File: src/rtl/sweep_scheduler.sv
`timescale 1ns/1ps
`default_nettype none
// ============================================================================
// Module  : sweep_scheduler
// Brief   : Pan/tilt calibration sequencer. Runs a horizontal then a vertical
//           sweep, tracks the brightest ADC step, and returns each axis to it.
//           Optional macro SWEEP_TIMEOUT_EN: a sweep step with no ADC sample
//           raises sticky ERR and aborts to IDLE.
// Revision: 1.0 - initial release
// ============================================================================
module sweep_scheduler #(
    parameter int POS_W   = 8,
    parameter int ADC_W   = 12,
    parameter int DWELL   = 32,
    parameter int MAX_POS = 255
) (
    input  logic             CLK,
    input  logic             RST_N,
    input  logic             START,
    input  logic             ABORT,
    input  logic [ADC_W-1:0] ADC_DATA,
    input  logic             ADC_VALID,
    input  logic             H_LIMIT,
    input  logic             V_LIMIT,
    output logic             HS,
    output logic             VS,
    output logic             RET_H,
    output logic             RET_V,
    output logic             BUSY,
    output logic             DONE,
    output logic [POS_W-1:0] BEST_H,
    output logic [POS_W-1:0] BEST_V,
    output logic [ADC_W-1:0] BEST_VAL,
    output logic             ERR
);

    localparam int               CNT_W       = (DWELL > 1) ? $clog2(DWELL) : 1;
    localparam logic [CNT_W-1:0] C_STEP_LAST = CNT_W'(DWELL - 1);
    localparam logic [CNT_W-1:0] C_CNT_ONE   = CNT_W'(1);
    localparam logic [POS_W-1:0] C_POS_LAST  = POS_W'(MAX_POS);
    localparam logic [POS_W-1:0] C_POS_ONE   = POS_W'(1);

    typedef enum logic [2:0] {
        S_IDLE    = 3'd0,
        S_H_SWEEP = 3'd1,
        S_H_RET   = 3'd2,
        S_V_SWEEP = 3'd3,
        S_V_RET   = 3'd4,
        S_FIN     = 3'd5
    } state_t;

    state_t           r_state;
    state_t           w_state_nxt;
    logic [POS_W-1:0] r_pos_h;
    logic [POS_W-1:0] r_pos_v;
    logic [POS_W-1:0] r_ret_cnt;
    logic [CNT_W-1:0] r_step_cnt;
    logic [ADC_W-1:0] r_adc_last;
    logic [POS_W-1:0] r_best_h;
    logic [POS_W-1:0] r_best_v;
    logic [ADC_W-1:0] r_best_val;
    logic             r_hs;
    logic             r_vs;
    logic             r_ret_h;
    logic             r_ret_v;
    logic             r_busy;
    logic             r_done;

    logic             w_step_end;
    logic             w_is_v;
    logic             w_sweep;
    logic             w_ret_state;
    logic             w_better;
    logic             w_at_limit;
    logic             w_timeout;
    logic             w_go;
    logic [POS_W-1:0] w_pos;
    logic [POS_W-1:0] w_best_pos;
    logic [POS_W-1:0] w_new_best;
    logic [POS_W-1:0] w_ret_new;

    assign w_step_end  = (r_step_cnt == C_STEP_LAST);
    assign w_is_v      = (r_state == S_V_SWEEP);
    assign w_sweep     = (r_state == S_H_SWEEP) || w_is_v;
    assign w_ret_state = (r_state == S_H_RET) || (r_state == S_V_RET);
    assign w_pos       = w_is_v ? r_pos_v : r_pos_h;
    assign w_best_pos  = w_is_v ? r_best_v : r_best_h;
    // Strict compare: a tie keeps the earlier (already recorded) position.
    assign w_better    = (r_adc_last > r_best_val);
    assign w_new_best  = w_better ? w_pos : w_best_pos;
    assign w_ret_new   = w_pos - w_new_best;
    assign w_at_limit  = (w_is_v ? V_LIMIT : H_LIMIT) || (w_pos == C_POS_LAST);
    assign w_go        = !ABORT && !w_timeout;

`ifdef SWEEP_TIMEOUT_EN
    logic r_seen;
    logic r_err;

    assign w_timeout = w_sweep && w_step_end && !(r_seen || ADC_VALID);
    assign ERR       = r_err;

    always_ff @(posedge CLK or negedge RST_N) begin
        if (!RST_N) begin
            r_seen <= 1'b0;
            r_err  <= 1'b0;
        end else begin
            if ((w_state_nxt != r_state) || w_step_end) begin
                r_seen <= 1'b0;
            end else if (ADC_VALID) begin
                r_seen <= 1'b1;
            end
            if (w_timeout) begin
                r_err <= 1'b1;
            end else if ((r_state == S_IDLE) && START && !ABORT) begin
                r_err <= 1'b0;
            end
        end
    end
`else
    assign w_timeout = 1'b0;
    assign ERR       = 1'b0;
`endif

    always_ff @(posedge CLK or negedge RST_N) begin
        if (!RST_N) begin
            r_state <= S_IDLE;
        end else begin
            r_state <= w_state_nxt;
        end
    end

    always_comb begin
        w_state_nxt = r_state;
        if (!w_go) begin
            w_state_nxt = S_IDLE;
        end else begin
            case (r_state)
                S_IDLE:    if (START) w_state_nxt = S_H_SWEEP;
                S_H_SWEEP: if (w_step_end && w_at_limit)
                               w_state_nxt = (w_ret_new == '0) ? S_V_SWEEP : S_H_RET;
                S_H_RET:   if (w_step_end && (r_ret_cnt == C_POS_ONE))
                               w_state_nxt = S_V_SWEEP;
                S_V_SWEEP: if (w_step_end && w_at_limit)
                               w_state_nxt = (w_ret_new == '0) ? S_FIN : S_V_RET;
                S_V_RET:   if (w_step_end && (r_ret_cnt == C_POS_ONE))
                               w_state_nxt = S_FIN;
                S_FIN:     w_state_nxt = S_IDLE;
                default:   w_state_nxt = S_IDLE;
            endcase
        end
    end

    // Enables, BUSY and DONE are decoded from the next state so they are
    // flop outputs that rise in the first cycle of their state.
    always_ff @(posedge CLK or negedge RST_N) begin
        if (!RST_N) begin
            r_hs       <= 1'b0;
            r_vs       <= 1'b0;
            r_ret_h    <= 1'b0;
            r_ret_v    <= 1'b0;
            r_busy     <= 1'b0;
            r_done     <= 1'b0;
            r_step_cnt <= '0;
            r_adc_last <= '0;
            r_pos_h    <= '0;
            r_pos_v    <= '0;
            r_ret_cnt  <= '0;
            r_best_h   <= '0;
            r_best_v   <= '0;
            r_best_val <= '0;
        end else begin
            if (ADC_VALID) r_adc_last <= ADC_DATA;

            r_hs    <= (w_state_nxt == S_H_SWEEP);
            r_vs    <= (w_state_nxt == S_V_SWEEP);
            r_ret_h <= (w_state_nxt == S_H_RET);
            r_ret_v <= (w_state_nxt == S_V_RET);
            r_busy  <= (w_state_nxt != S_IDLE);
            r_done  <= (w_state_nxt == S_FIN);

            if ((w_state_nxt != r_state) || w_step_end) begin
                r_step_cnt <= '0;
            end else if (w_sweep || w_ret_state) begin
                r_step_cnt <= r_step_cnt + C_CNT_ONE;
            end

            if (w_go) begin
                if ((r_state == S_IDLE) && START) begin
                    r_pos_h    <= '0;
                    r_best_h   <= '0;
                    r_best_val <= '0;
                end
                if (w_sweep && w_step_end) begin
                    if (w_better) begin
                        r_best_val <= r_adc_last;
                        if (w_is_v) r_best_v <= r_pos_v;
                        else        r_best_h <= r_pos_h;
                    end
                    if (w_at_limit)  r_ret_cnt <= w_ret_new;
                    else if (w_is_v) r_pos_v   <= r_pos_v + C_POS_ONE;
                    else             r_pos_h   <= r_pos_h + C_POS_ONE;
                end
                if (w_ret_state && w_step_end) begin
                    r_ret_cnt <= r_ret_cnt - C_POS_ONE;
                end
                // Vertical entry wipes BEST_VAL after the horizontal result is latched.
                if ((w_state_nxt == S_V_SWEEP) && (r_state != S_V_SWEEP)) begin
                    r_pos_v    <= '0;
                    r_best_v   <= '0;
                    r_best_val <= '0;
                end
            end
        end
    end

    assign HS       = r_hs;
    assign VS       = r_vs;
    assign RET_H    = r_ret_h;
    assign RET_V    = r_ret_v;
    assign BUSY     = r_busy;
    assign DONE     = r_done;
    assign BEST_H   = r_best_h;
    assign BEST_V   = r_best_v;
    assign BEST_VAL = r_best_val;

endmodule
`default_nettype wire

File: config.mk
export PLATFORM = sky130hd
export DESIGN_NAME = sweep_scheduler
export DESIGN_NICKNAME = d
export VERILOG_FILES = /design/src/rtl/sweep_scheduler.sv
export SDC_FILE = /design/constraint.sdc
export NUM_CORES = 1
export LEC_CHECK = 0
export ABC_AREA = 1
export CAP_MARGIN = 40
export CORE_MARGIN = 5
export CORE_UTILIZATION = 40
export CTS_CLUSTER_SIZE = 14
export DETAILED_ROUTE_END_ITERATION = 7
export PLACE_DENSITY = 0.63
export SLEW_MARGIN = 20
export SYNTH_ARGS = -nofsm -noshare
export SYNTH_HDL_FRONTEND = slang
export SYNTH_SLANG_ARGS = --single-unit
File: constraint.sdc
create_clock -name CLK -period 3.81 [get_ports CLK]
set_clock_uncertainty 0.15 [all_clocks]
set_input_delay 0.762 -clock CLK [delete_from_list [all_inputs] [get_ports CLK]]
set_output_delay 0.762 -clock CLK [all_outputs]
set_load 0.005 [all_outputs]
==> summary.txt, run 1 <==
Run status
  – Result of the run: finished, violations left
  – Failing checks: setup timing

Final layout
  – Non-filler instance count after layout: 961
  – Final design area excluding fillers: ~6800 sq um
  – Nets: between 800 and 900
  – Post-route core utilization: 0.543
  – Area added between synthesis and finish: 32.9%
  – Diodes inserted: 0
  – Proportion of layout cells with a drive suffix above 1: 0.213

Route
  – Length of routed wiring on met1: roughly 6400 um
  – Met3 WL post-DR: between 600 and 700 um
  – Highest metal layer with signal wires: met4
  – DR vias: approximately 4800
  – Detailed-routing iteration count for the pre-antenna-repair pass: 5
  – Final antenna-violating net count: 0
  – Met2 routed wirelength: between 7000 and 8000 um
  – Routed Wire Length: about 14000 um
  – DRC violations left: 0
  – Detailed-route wire length per cell: ~15 um
  – DRT iter0 DRCs: 357
  – Number of vias per cell: between 5 and 6

STA
  – Setup violation total in the final timing report: 28
  – Relative max-transition margin: 0.533
  – Final hold vios: 0
  – Aggregate negative setup slack: -1.91 ns
  – Final worst-path cycle share: 1.03
  – Worst hold slack: 0.187 ns
  – Setup repair after global routing missed its margin: true
  – Highest clock frequency the design can meet: approximately 260 MHz
  – Slew of the pin with the lowest slew margin: about 0.70 ns
  – Number of pins with negative max-slew slack in the final report: 0
  – Setup slack of the critical path after layout: -0.102 ns
  – Final critical path time including I/O delays and setup: just under 4 ns

Placement
  – Cell total after placement: 930
  – Post-Place Worst Slack: -0.169 ns
  – Post-place instance area: approximately 6000 sq um
  – Post-detail-place hpwl: about 10000 um
  – Port buffer count: 52
  – Final weighted congestion of routability-driven global placement: roughly 0.93

Clock network
  – Clock tree root driver cell: sky130_fd_sc_hd__clkbuf_16
  – Deepest level of the CTS H-tree: 3
  – Clock-pin slew reported for the worst setup and hold paths after clock tree synthesis: approximately 0.07 ns
  – Clock sink total: around 80
  – TritonCTS clock tree: done
  – Total clock buffers created by CTS: 9
  – CTS Buffer Depth: 2
  – Clock insertion delay at the later pin of the skew report: 0.35 ns

Synthesis
  – Share of flip-flops with an asynchronous set or reset: 1.00
  – Xor/xnor cell area share of the yosys netlist: 0.0255
  – Count of flip-flops with a built-in enable after synthesis: 0
  – Post-Syn Area per Cell: 7.36 sq um
  – Synthesized net count: approximately 750
  – Simple logic cell fraction of the synthesized area: 0.298
  – Synth Warn #: 0
  – Adder-Cell Fraction of Synth Area: 0.0646
  – Main flop type after synthesis: sky130_fd_sc_hd__dfrtp_1
  – Seq cells post-synth: approximately 80
  – Dominant combinational cell family by area after synthesis: simple AND/OR/NAND/NOR gates
  – Mux contribution to synthesized area: 0.00389
  – Netlist Area Pre-Place: 5150 sq um
  – Post-synthesis cell count: 700
  – Distinct cell type count of the synthesized netlist: 44
  – Share of the synthesized area in compound gates (AO/OA/AOI/OAI): 0.126
  – Share of synthesized area occupied by flip-flops and latches: 0.379

Critical path
  – Critical path startpoint category: register
  – Worst EP required: about 3.9 ns
  – Crit path arrival time: approximately 4.0 ns
  – Crit Path Max Fanout: 7
  – Worst Path Class, Setup: register to register
  – Reg2reg path depth: 27
  – Worst path bufs/invs: 4
  – R2r startpoint: BEST_VAL[11]
  – Most common cell on crit path: sky130_fd_sc_hd__nand2_1
  – Maximum cell stage delay along the critical path: between 0.5 and 0.6 ns
  – Worst reg2reg setup slack: -0.10 ns
  – Levels on crit path: 27
  – Worst path slowest cell: sky130_fd_sc_hd__fa_2
  – Dominant delay contributor by cell family on the critical path: simple AND/OR/NAND/NOR gates
  – R2r endpoint: BEST_V[1]
  – Category of the worst setup path capture point: register

Floorplanning
  – Placeable core region: roughly 13000 sq um
  – Io pins: 54
  – Total die area: about 15000 sq um
  – Width of the die: about 120 um
  – Die Y-Extent: between 100 and 150 um
  – Row count: slightly above 40
  – Starting density of the core: 0.408

Run
  – Number of maximum-capacitance constraint violations: 0

GRT
  – Wire length of the first global-routing pass: 22500 um
  – Total routing usage reported by global routing: 0.188
  – Overflow left after global routing: 0
  – Vias in the first global route: ~4700
  – Pin count of the biggest net entering global routing: 51
  – Initial antenna violation count: 0

Pwr
  – Post-layout total power: between 2 and 2.5 mW
  – Cell area power density: roughly 330 nW/um^2
  – Leakage power: ~3.3 nW
  – Peak supply drop: roughly 0.28 mV

Hold path
  – Class of the most critical hold timing path: input pin to async pin
[worst max path at each step]
stage | startpoint | endpoint | slack, ns
detailed placement | BEST_VAL[11] | r_step_cnt[2] | -0.17
finish | BEST_VAL[11] | BEST_V[1] | -0.10
global route | BEST_VAL[11] | BEST_V[6] | -0.39
floorplan | BEST_VAL[11] | r_pos_v[2] | 0.07
CTS | BEST_VAL[11] | BEST_V[5] | 0.01
global placement | BEST_VAL[11] | r_step_cnt[0] | -0.14
[metal layers]
layer / up-vias / global-route usage
met5: - / 0
met4: 0 / 0.0588
met3: 15 / 0.0393
met2: 104 / 0.325
met1: 2289 / 0.236
li1: 2433 / -
[cell usage after synthesis, drive strengths merged, types with 2 or more instances]
cell type	number	area (sq um)
nor2	44	201
a21boi	2	30.0
o31ai	3	22.5
inv	107	402
xor2	10	87.6
xnor2	5	43.8
o211ai	9	67.6
nor3	3	15.0
ha	25	313
nand2	203	825
a31oi	4	25.0
dfrtp	78	1950
nand3	57	325
mux2i	2	20.0
a21oi	19	103
nand4	24	150
clkbuf	12	45.0
buf	11	77.6
a32o	2	20.0
o21ai	71	355
[layout make-up]
class / count / area (sq um)
Fill cell: 1199 / 5770
Multi-Input combinational cell: 491 / 3000
Inverter: 108 / 407
Clock inverter: 7 / 96.3
Sequential cell: 78 / 1950
Timing Repair Buffer: 96 / 955
Clock buffer: 9 / 225
Tap cell: 172 / 215
[where the power goes]
part | leakage [nW] | internal [mW] | switching (mW)
logic | 2.06 | 0.195 | 0.246
registers | 1.04 | 0.856 | 0.0265
clock network | 0.160 | 0.576 | 0.366
[cell families after synthesis]
family,after synthesis
other,1
adders and majority gates,26
and+or+nand+nor,334
xor gates and xnor gates,15
buffers and inverters,131
muxes,2
AOI/OAI and AO/OA,113
DFF,78
[flip-flops by register name (all words and copies together), names as in the netlist]
register	flops
BEST_VAL	12
r_adc_last	12
BEST_H	8
BEST_V	8
r_pos_h	8
r_pos_v	8
r_ret_cnt	8
r_step_cnt	5
r_state	3
BUSY	1
DONE	1
HS	1
RET_H	1
RET_V	1
VS	1
[layout by cell type, fill, tap and decap left out, types with 4 or more instances in the layout]
master,Yosys,layout
sky130_fd_sc_hd__nand2_1,180,167
sky130_fd_sc_hd__inv_1,99,86
sky130_fd_sc_hd__dfrtp_1,78,78
sky130_fd_sc_hd__o21ai_0,68,54
sky130_fd_sc_hd__clkdlybuf4s50_1,0,51
sky130_fd_sc_hd__nand3_1,52,38
sky130_fd_sc_hd__nor2_1,39,34
sky130_fd_sc_hd__buf_4,1,34
sky130_fd_sc_hd__nand2_2,22,27
sky130_fd_sc_hd__nand4_1,24,24
sky130_fd_sc_hd__inv_2,8,21
sky130_fd_sc_hd__ha_1,25,16
sky130_fd_sc_hd__a21oi_1,17,15
sky130_fd_sc_hd__nand3_2,3,15
sky130_fd_sc_hd__o21ai_1,3,15
sky130_fd_sc_hd__clkbuf_16,0,11
sky130_fd_sc_hd__xor2_1,10,10
sky130_fd_sc_hd__nand2_4,1,9
sky130_fd_sc_hd__o211ai_1,9,9
sky130_fd_sc_hd__ha_4,0,9
sky130_fd_sc_hd__nor2_2,2,6
sky130_fd_sc_hd__xnor2_1,5,5
sky130_fd_sc_hd__buf_6,2,5
sky130_fd_sc_hd__nand3_4,2,4
sky130_fd_sc_hd__a21oi_2,2,4
[timing repair]
| item | in CTS | in global routing |
|---|---|---|
| hold endpoints to repair | 0 | 0 |
| pin swaps | 3 | 42 |
| resized for setup | 10 | 85 |
| setup endpoints to repair | 35 | 40 |
| buffers inserted | 1 | 11 |
| gates cloned | 0 | 3 |
| hold buffers | 0 | 0 |
[worst reg2reg max path: cells and delay by family, from the launching register on]
kind                     cells  cell delay (ns)
buffers and inverters        4             0.39
flip-flops                   1             0.38
AO/OA/AOI/OAI                1             0.11
adder cells (fa/ha/maj)      3             1.03
AND/OR/NAND/NOR             19             1.76
Note: power is estimated with default switching activity, not from simulation.
==> inputs of run 2 (changes only) <==
--- a/config.mk
+++ b/config.mk
@@ -12,6 +12,7 @@
 export CTS_CLUSTER_SIZE = 14
 export DETAILED_ROUTE_END_ITERATION = 7
 export PLACE_DENSITY = 0.63
+export SETUP_SLACK_MARGIN = 0.5
 export SLEW_MARGIN = 20
 export SYNTH_ARGS = -nofsm -noshare
 export SYNTH_HDL_FRONTEND = slang
==> run 2 against run 1 <==
- the flow still finishes with violations (setup timing)
- final cell count rose by 2.1%
- sequential power barely moved
- power rose by 1.8%
- fmax rose by 1.6%
- hold slack got worse by 0.0052 ns
- routed wire length rose by 4.2%
- count of clock-buffer cells in the layout rose by 1
- critical path type unchanged
- largest power group unchanged
==> summary.txt, run 2 (synthesis results as in run 1) <==
Run status
  – Result of the run: finished, violations left
  – Failing checks: setup timing

Placement
  – Post-detail-place hpwl: just over 10000 um
  – Post-place instance area: approximately 6000 sq um
  – Final weighted congestion of routability-driven global placement: ~0.9
  – Port buffer count: 52
  – Post-Place Worst Slack: -0.116 ns

STA
  – Setup repair after global routing missed its margin: true
  – Final hold vios: 0
  – Relative max-transition margin: 0.530
  – Highest clock frequency the design can meet: 260 MHz
  – Setup slack of the critical path after layout: -0.0389 ns
  – Setup violation total in the final timing report: 16
  – Final worst-path cycle share: 1.01
  – Slew of the pin with the lowest slew margin: ~0.7 ns
  – Number of pins with negative max-slew slack in the final report: 0
  – Final critical path time including I/O delays and setup: between 3 and 4 ns

Critical path
  – Most common cell on crit path: sky130_fd_sc_hd__nand2_1
  – Category of the worst setup path capture point: register
  – Critical path startpoint category: register
  – Worst path slowest cell: sky130_fd_sc_hd__fa_2
  – Crit path arrival time: ~3.9 ns
  – Worst EP required: 3.90 ns
  – Crit Path Max Fanout: 8
  – Worst Path Class, Setup: register to register
  – Worst path bufs/invs: 5
  – Dominant delay contributor by cell family on the critical path: simple AND/OR/NAND/NOR gates
  – Maximum cell stage delay along the critical path: 0.54 ns

Floorplanning
  – Total die area: between 15000 and 20000 sq um
  – Io pins: between 50 and 60
  – Row count: slightly above 40
  – Die Y-Extent: roughly 120 um
  – Starting density of the core: 0.408
  – Placeable core region: roughly 13000 sq um
  – Width of the die: 123 um

Route
  – Detailed-routing iteration count for the pre-antenna-repair pass: 5
  – Routed Wire Length: between 15000 and 20000 um
  – DR vias: slightly above 5000
  – DRC violations left: 0
  – DRT iter0 DRCs: 342
  – Final antenna-violating net count: 0
  – Number of vias per cell: 5.21
  – Detailed-route wire length per cell: approximately 15 um

Clock network
  – TritonCTS clock tree: done
  – Clock tree root driver cell: sky130_fd_sc_hd__clkbuf_16
  – Clock-pin slew reported for the worst setup and hold paths after clock tree synthesis: roughly 0.07 ns
  – Total clock buffers created by CTS: 9
  – Deepest level of the CTS H-tree: 3
  – CTS Buffer Depth: 2
  – Clock insertion delay at the later pin of the skew report: 0.35 ns
  – Clock sink total: about 80

Final layout
  – Proportion of layout cells with a drive suffix above 1: 0.265
  – Multi-input gate area in the final layout: 3090 sq um
  – Most frequent standard cell in the layout excluding fill and tap cells: sky130_fd_sc_hd__nand2_1
  – Diodes inserted: 0
  – Storage element area: just under 2000 sq um
  – Area added between synthesis and finish: 38.9%
  – Nets: roughly 850
  – Final design area excluding fillers: roughly 7200 sq um
  – Filler cell count in the final layout: 1186
  – Most frequent cells in the layout: sky130_fd_sc_hd__nand2_1, sky130_fd_sc_hd__dfrtp_1, sky130_fd_sc_hd__inv_1

Hold path
  – Class of the most critical hold timing path: input pin to async pin

Run
  – Number of maximum-capacitance constraint violations: 0

GRT
  – Overflow left after global routing: 0
  – Pin count of the biggest net entering global routing: 52
  – Initial antenna violation count: 0
  – Vias in the first global route: 5150
  – Wire length of the first global-routing pass: 24800 um
  – Total routing usage reported by global routing: 0.209

Pwr
  – Leakage power: 3.40 nW
  – Post-layout total power: approximately 2.3 mW
  – Cell area power density: ~320 nW/um^2
  – Peak supply drop: 0.228 mV
==> run 2: layout make-up <==
class,count,area share
Clock inverter,6,0.0121
Clock buffer,10,0.0320
Tap cell,172,0.0301
Inverter,108,0.0580
Sequential cell,78,0.273
Multi-Input combinational cell,491,0.431
Timing Repair Buffer,116,0.164
==> run 2: power by group <==
group / total, mW / internal, mW / switching, mW
Clock: 0.930 / 0.573 / 0.357
Combinational: 0.491 / 0.224 / 0.267
Sequential: 0.884 / 0.856 / 0.0280
==> run 2: worst paths after layout <==
| kind | endpoint | from | cells after the start | slack (ns) |
|---|---|---|---|---|
| setup reg to reg | BEST_V[7] | BEST_VAL[11] | 30 | -0.04 |
| max in group asynchronous | r_pos_v[4] | RST_N | 2 | 2.73 |
| hold / removal | r_pos_h[4] | RST_N | 1 | 0.18 |
| min in group CLK | BEST_V[4] | BEST_V[4] | 2 | 0.38 |
| setup / recovery | BEST_V[7] | BEST_VAL[11] | 30 | -0.04 |
| hold reg to reg | BEST_V[4] | BEST_V[4] | 2 | 0.38 |
==> run 2: per-layer routing <==
layer | vias up | global-route usage | part of all wire
li1 | 2482 | - | -
met3 | 27 | 0.0476 | 0.052
met4 | 0 | 0.0927 | 0.021
met1 | 2459 | 0.259 | 0.43
met5 | - | 0 | 0
met2 | 139 | 0.347 | 0.50
==> run 2: timing repair <==
item | 4_1_cts | 5_1_grt
gates resized for setup | 66 | 70
gates cloned | 3 | 0
pin swaps | 19 | 34
endpoints found under the setup margin | 40 | 50
setup buffers | 22 | 17
hold buffers | 0 | 0
==> run 2: per-stage QoR <==
stage          setup TNS [ns]  utilization  cells  hold WS [ns]
2_1_floorplan               0            -    700         0.316
3_3_place_gp           -0.303        0.472    922         0.370
6_report               -0.383        0.567    981         0.181
5_1_grt                 -9.19        0.567    981         0.209
4_1_cts                     0        0.538    964         0.190
3_5_place_dp            -2.45        0.474    923         0.387
==> inputs of run 3 (changes only) <==
--- a/config.mk
+++ b/config.mk
@@ -11,7 +11,8 @@
 export CORE_UTILIZATION = 40
 export CTS_CLUSTER_SIZE = 14
 export DETAILED_ROUTE_END_ITERATION = 7
-export PLACE_DENSITY = 0.63
+export MAX_ROUTING_LAYER = met4
+export PLACE_DENSITY = 0.61
 export SETUP_SLACK_MARGIN = 0.5
 export SLEW_MARGIN = 20
 export SYNTH_ARGS = -nofsm -noshare
==> constraint.sdc (replaced) <==
create_clock -name CLK -period 5 [get_ports CLK]
set_clock_uncertainty 0.15 [all_clocks]
set_input_delay 1 -clock CLK [delete_from_list [all_inputs] [get_ports CLK]]
set_output_delay 1 -clock CLK [all_outputs]
set_load 0.005 [all_outputs]
==> run 3 against run 2 <==
- the flow now finishes without violations
- cell area shrank 14%
- routed wire length shrank 9.3%
- sequential share of layout area is 4.4 points higher
- highest routed layer unchanged
==> summary.txt, run 3 (synthesis results as in run 1) <==
Run status
  – Result of the run: complete, no violations

GRT
  – Initial antenna violation count: 0
  – Pin count of the biggest net entering global routing: between 50 and 60
  – Overflow left after global routing: 0
  – Wire length of the first global-routing pass: roughly 23000 um
  – Vias in the first global route: 4665
  – Total routing usage reported by global routing: 0.200

Critical path
  – Worst Path Class, Setup: register to register
  – Worst path slowest cell: sky130_fd_sc_hd__fa_1
  – Levels on crit path: 29
  – R2r endpoint: BEST_V[2]
  – Worst path bufs/invs: 3
  – Reg2reg path depth: 29
  – Category of the worst setup path capture point: register
  – Critical path startpoint category: register
  – Dominant delay contributor by cell family on the critical path: simple AND/OR/NAND/NOR gates
  – Crit path arrival time: around 4.2 ns
  – Worst reg2reg setup slack: between 0.9 and 1 ns
  – Maximum cell stage delay along the critical path: 0.40 ns
  – Crit Path Max Fanout: 18
  – R2r startpoint: BEST_VAL[11]
  – Most common cell on crit path: sky130_fd_sc_hd__nand2_1
  – Worst EP required: roughly 5.1 ns

STA
  – Aggregate negative setup slack: 0 ns
  – Setup violation total in the final timing report: 0
  – Final hold vios: 0
  – Final critical path time including I/O delays and setup: between 4 and 5 ns
  – Highest clock frequency the design can meet: ~250 MHz
  – Setup repair after global routing missed its margin: false
  – Setup slack of the critical path after layout: between 0.9 and 1 ns
  – Slew of the pin with the lowest slew margin: 0.708 ns
  – Final worst-path cycle share: 0.816
  – Relative max-transition margin: 0.527
  – Number of pins with negative max-slew slack in the final report: 0

Route
  – Detailed-routing iteration count for the pre-antenna-repair pass: 5
  – Routed Wire Length: about 14000 um
  – Final antenna-violating net count: 0
  – DRT iter0 DRCs: 351
  – Number of vias per cell: ~5.1
  – Detailed-route wire length per cell: ~15 um
  – DR vias: 4700
  – DRC violations left: 0

Final layout
  – Proportion of layout cells with a drive suffix above 1: 0.0980
  – Most frequent standard cell in the layout excluding fill and tap cells: sky130_fd_sc_hd__nand2_1
  – Filler cell count in the final layout: 1293
  – Diodes inserted: 0
  – Most frequent cells in the layout: sky130_fd_sc_hd__nand2_1, sky130_fd_sc_hd__inv_1, sky130_fd_sc_hd__dfrtp_1
  – Nets: a little under 800
  – Final design area excluding fillers: between 6000 and 7000 sq um
  – Non-filler instance count after layout: ~930
  – Area added between synthesis and finish: 19.5%
  – Post-route core utilization: 0.488

Floorplanning
  – Starting density of the core: 0.408
  – Io pins: 54
  – Total die area: about 15000 sq um
  – Row count: 41
  – Die Y-Extent: 123 um
  – Width of the die: 123 um
  – Placeable core region: 12600 sq um

Clock network
  – Clock tree root driver cell: sky130_fd_sc_hd__clkbuf_16
  – TritonCTS clock tree: done
  – Total clock buffers created by CTS: 9
  – Cts hold-fix bufs: 0
  – Clock insertion delay at the later pin of the skew report: approximately 0.34 ns
  – Clock-pin slew reported for the worst setup and hold paths after clock tree synthesis: about 0.060 ns
  – CTS Buffer Depth: 2
  – Deepest level of the CTS H-tree: 3
  – Clock sink total: 78

Hold path
  – Launch instance of the worst min-delay path: BEST_V[5]
  – Class of the most critical hold timing path: register to register
  – Hold worst-path end: BEST_V[5]
  – Number of stages on the worst hold path: 2

Placement
  – Port buffer count: 52
  – Post-Place Worst Slack: 0.593 ns
  – Post-place instance area: roughly 5800 sq um
  – Cell total after placement: 908
  – Post-detail-place hpwl: 10000 um
  – Final weighted congestion of routability-driven global placement: between 0.8 and 0.9

Pwr
  – Cell area power density: around 250 nW/um^2
  – Peak supply drop: ~0.15 mV
  – Leakage power: 3.00 nW

Run
  – Number of maximum-capacitance constraint violations: 0
## run 3: report_power, final
part           total [mW]  leakage (nW)  internal, mW  switching (mW)
sequential          0.669          1.04         0.652          0.0172
combinational       0.254          1.82        0.0958           0.158
clock               0.621         0.130         0.347           0.274
total                1.54          3.00          1.10           0.449
## run 3: cell type report
| class | count | area (sq um) | share of cell area |
|---|---|---|---|
| Inverter | 108 | 407 | 0.0661 |
| Timing Repair Buffer | 62 | 617 | 0.100 |
| Tap cell | 172 | 215 | 0.0350 |
| Multi-Input combinational cell | 491 | 2690 | 0.437 |
| Sequential cell | 78 | 1950 | 0.317 |
| Clock inverter | 6 | 37.5 | 0.00610 |
| Clock buffer | 10 | 239 | 0.0388 |
## run 3: what timing repair did
action,CTS,global route
gates resized for setup,0,5
buffers inserted,0,3
setup endpoints to repair,0,34
## run 3: how the worst max path moves through the flow
stage	from	end	slack (ns)
3_3_place_gp	BEST_VAL[1]	BEST_V[3]	0.72
2_1_floorplan	BEST_VAL[11]	r_pos_v[2]	1.17
5_1_grt	BEST_VAL[9]	BEST_V[3]	0.50
3_5_place_dp	BEST_VAL[11]	BEST_V[2]	0.59
6_report	BEST_VAL[11]	BEST_V[2]	0.92
4_1_cts	BEST_VAL[11]	BEST_V[2]	0.57
## run 3: worst min-delay path: cells and delay by family, from the launching register on
family,cells,cell delay [ns]
flops,1,0.39
simple gates,2,0.12
## run 3: through the flow
step,total power [mW],hold WS (ns)
floorplan,0.843,0.337
global placement,0.924,0.368
detailed placement,0.933,0.369
CTS,1.56,0.393
global route,1.63,0.406
finish,1.54,0.385
## run 3: routing by layer
layer	track usage	part of all wire
met5	-	0
met4	0.0567	0.015
met3	0.0366	0.045
met2	0.317	0.47
met1	0.262	0.47
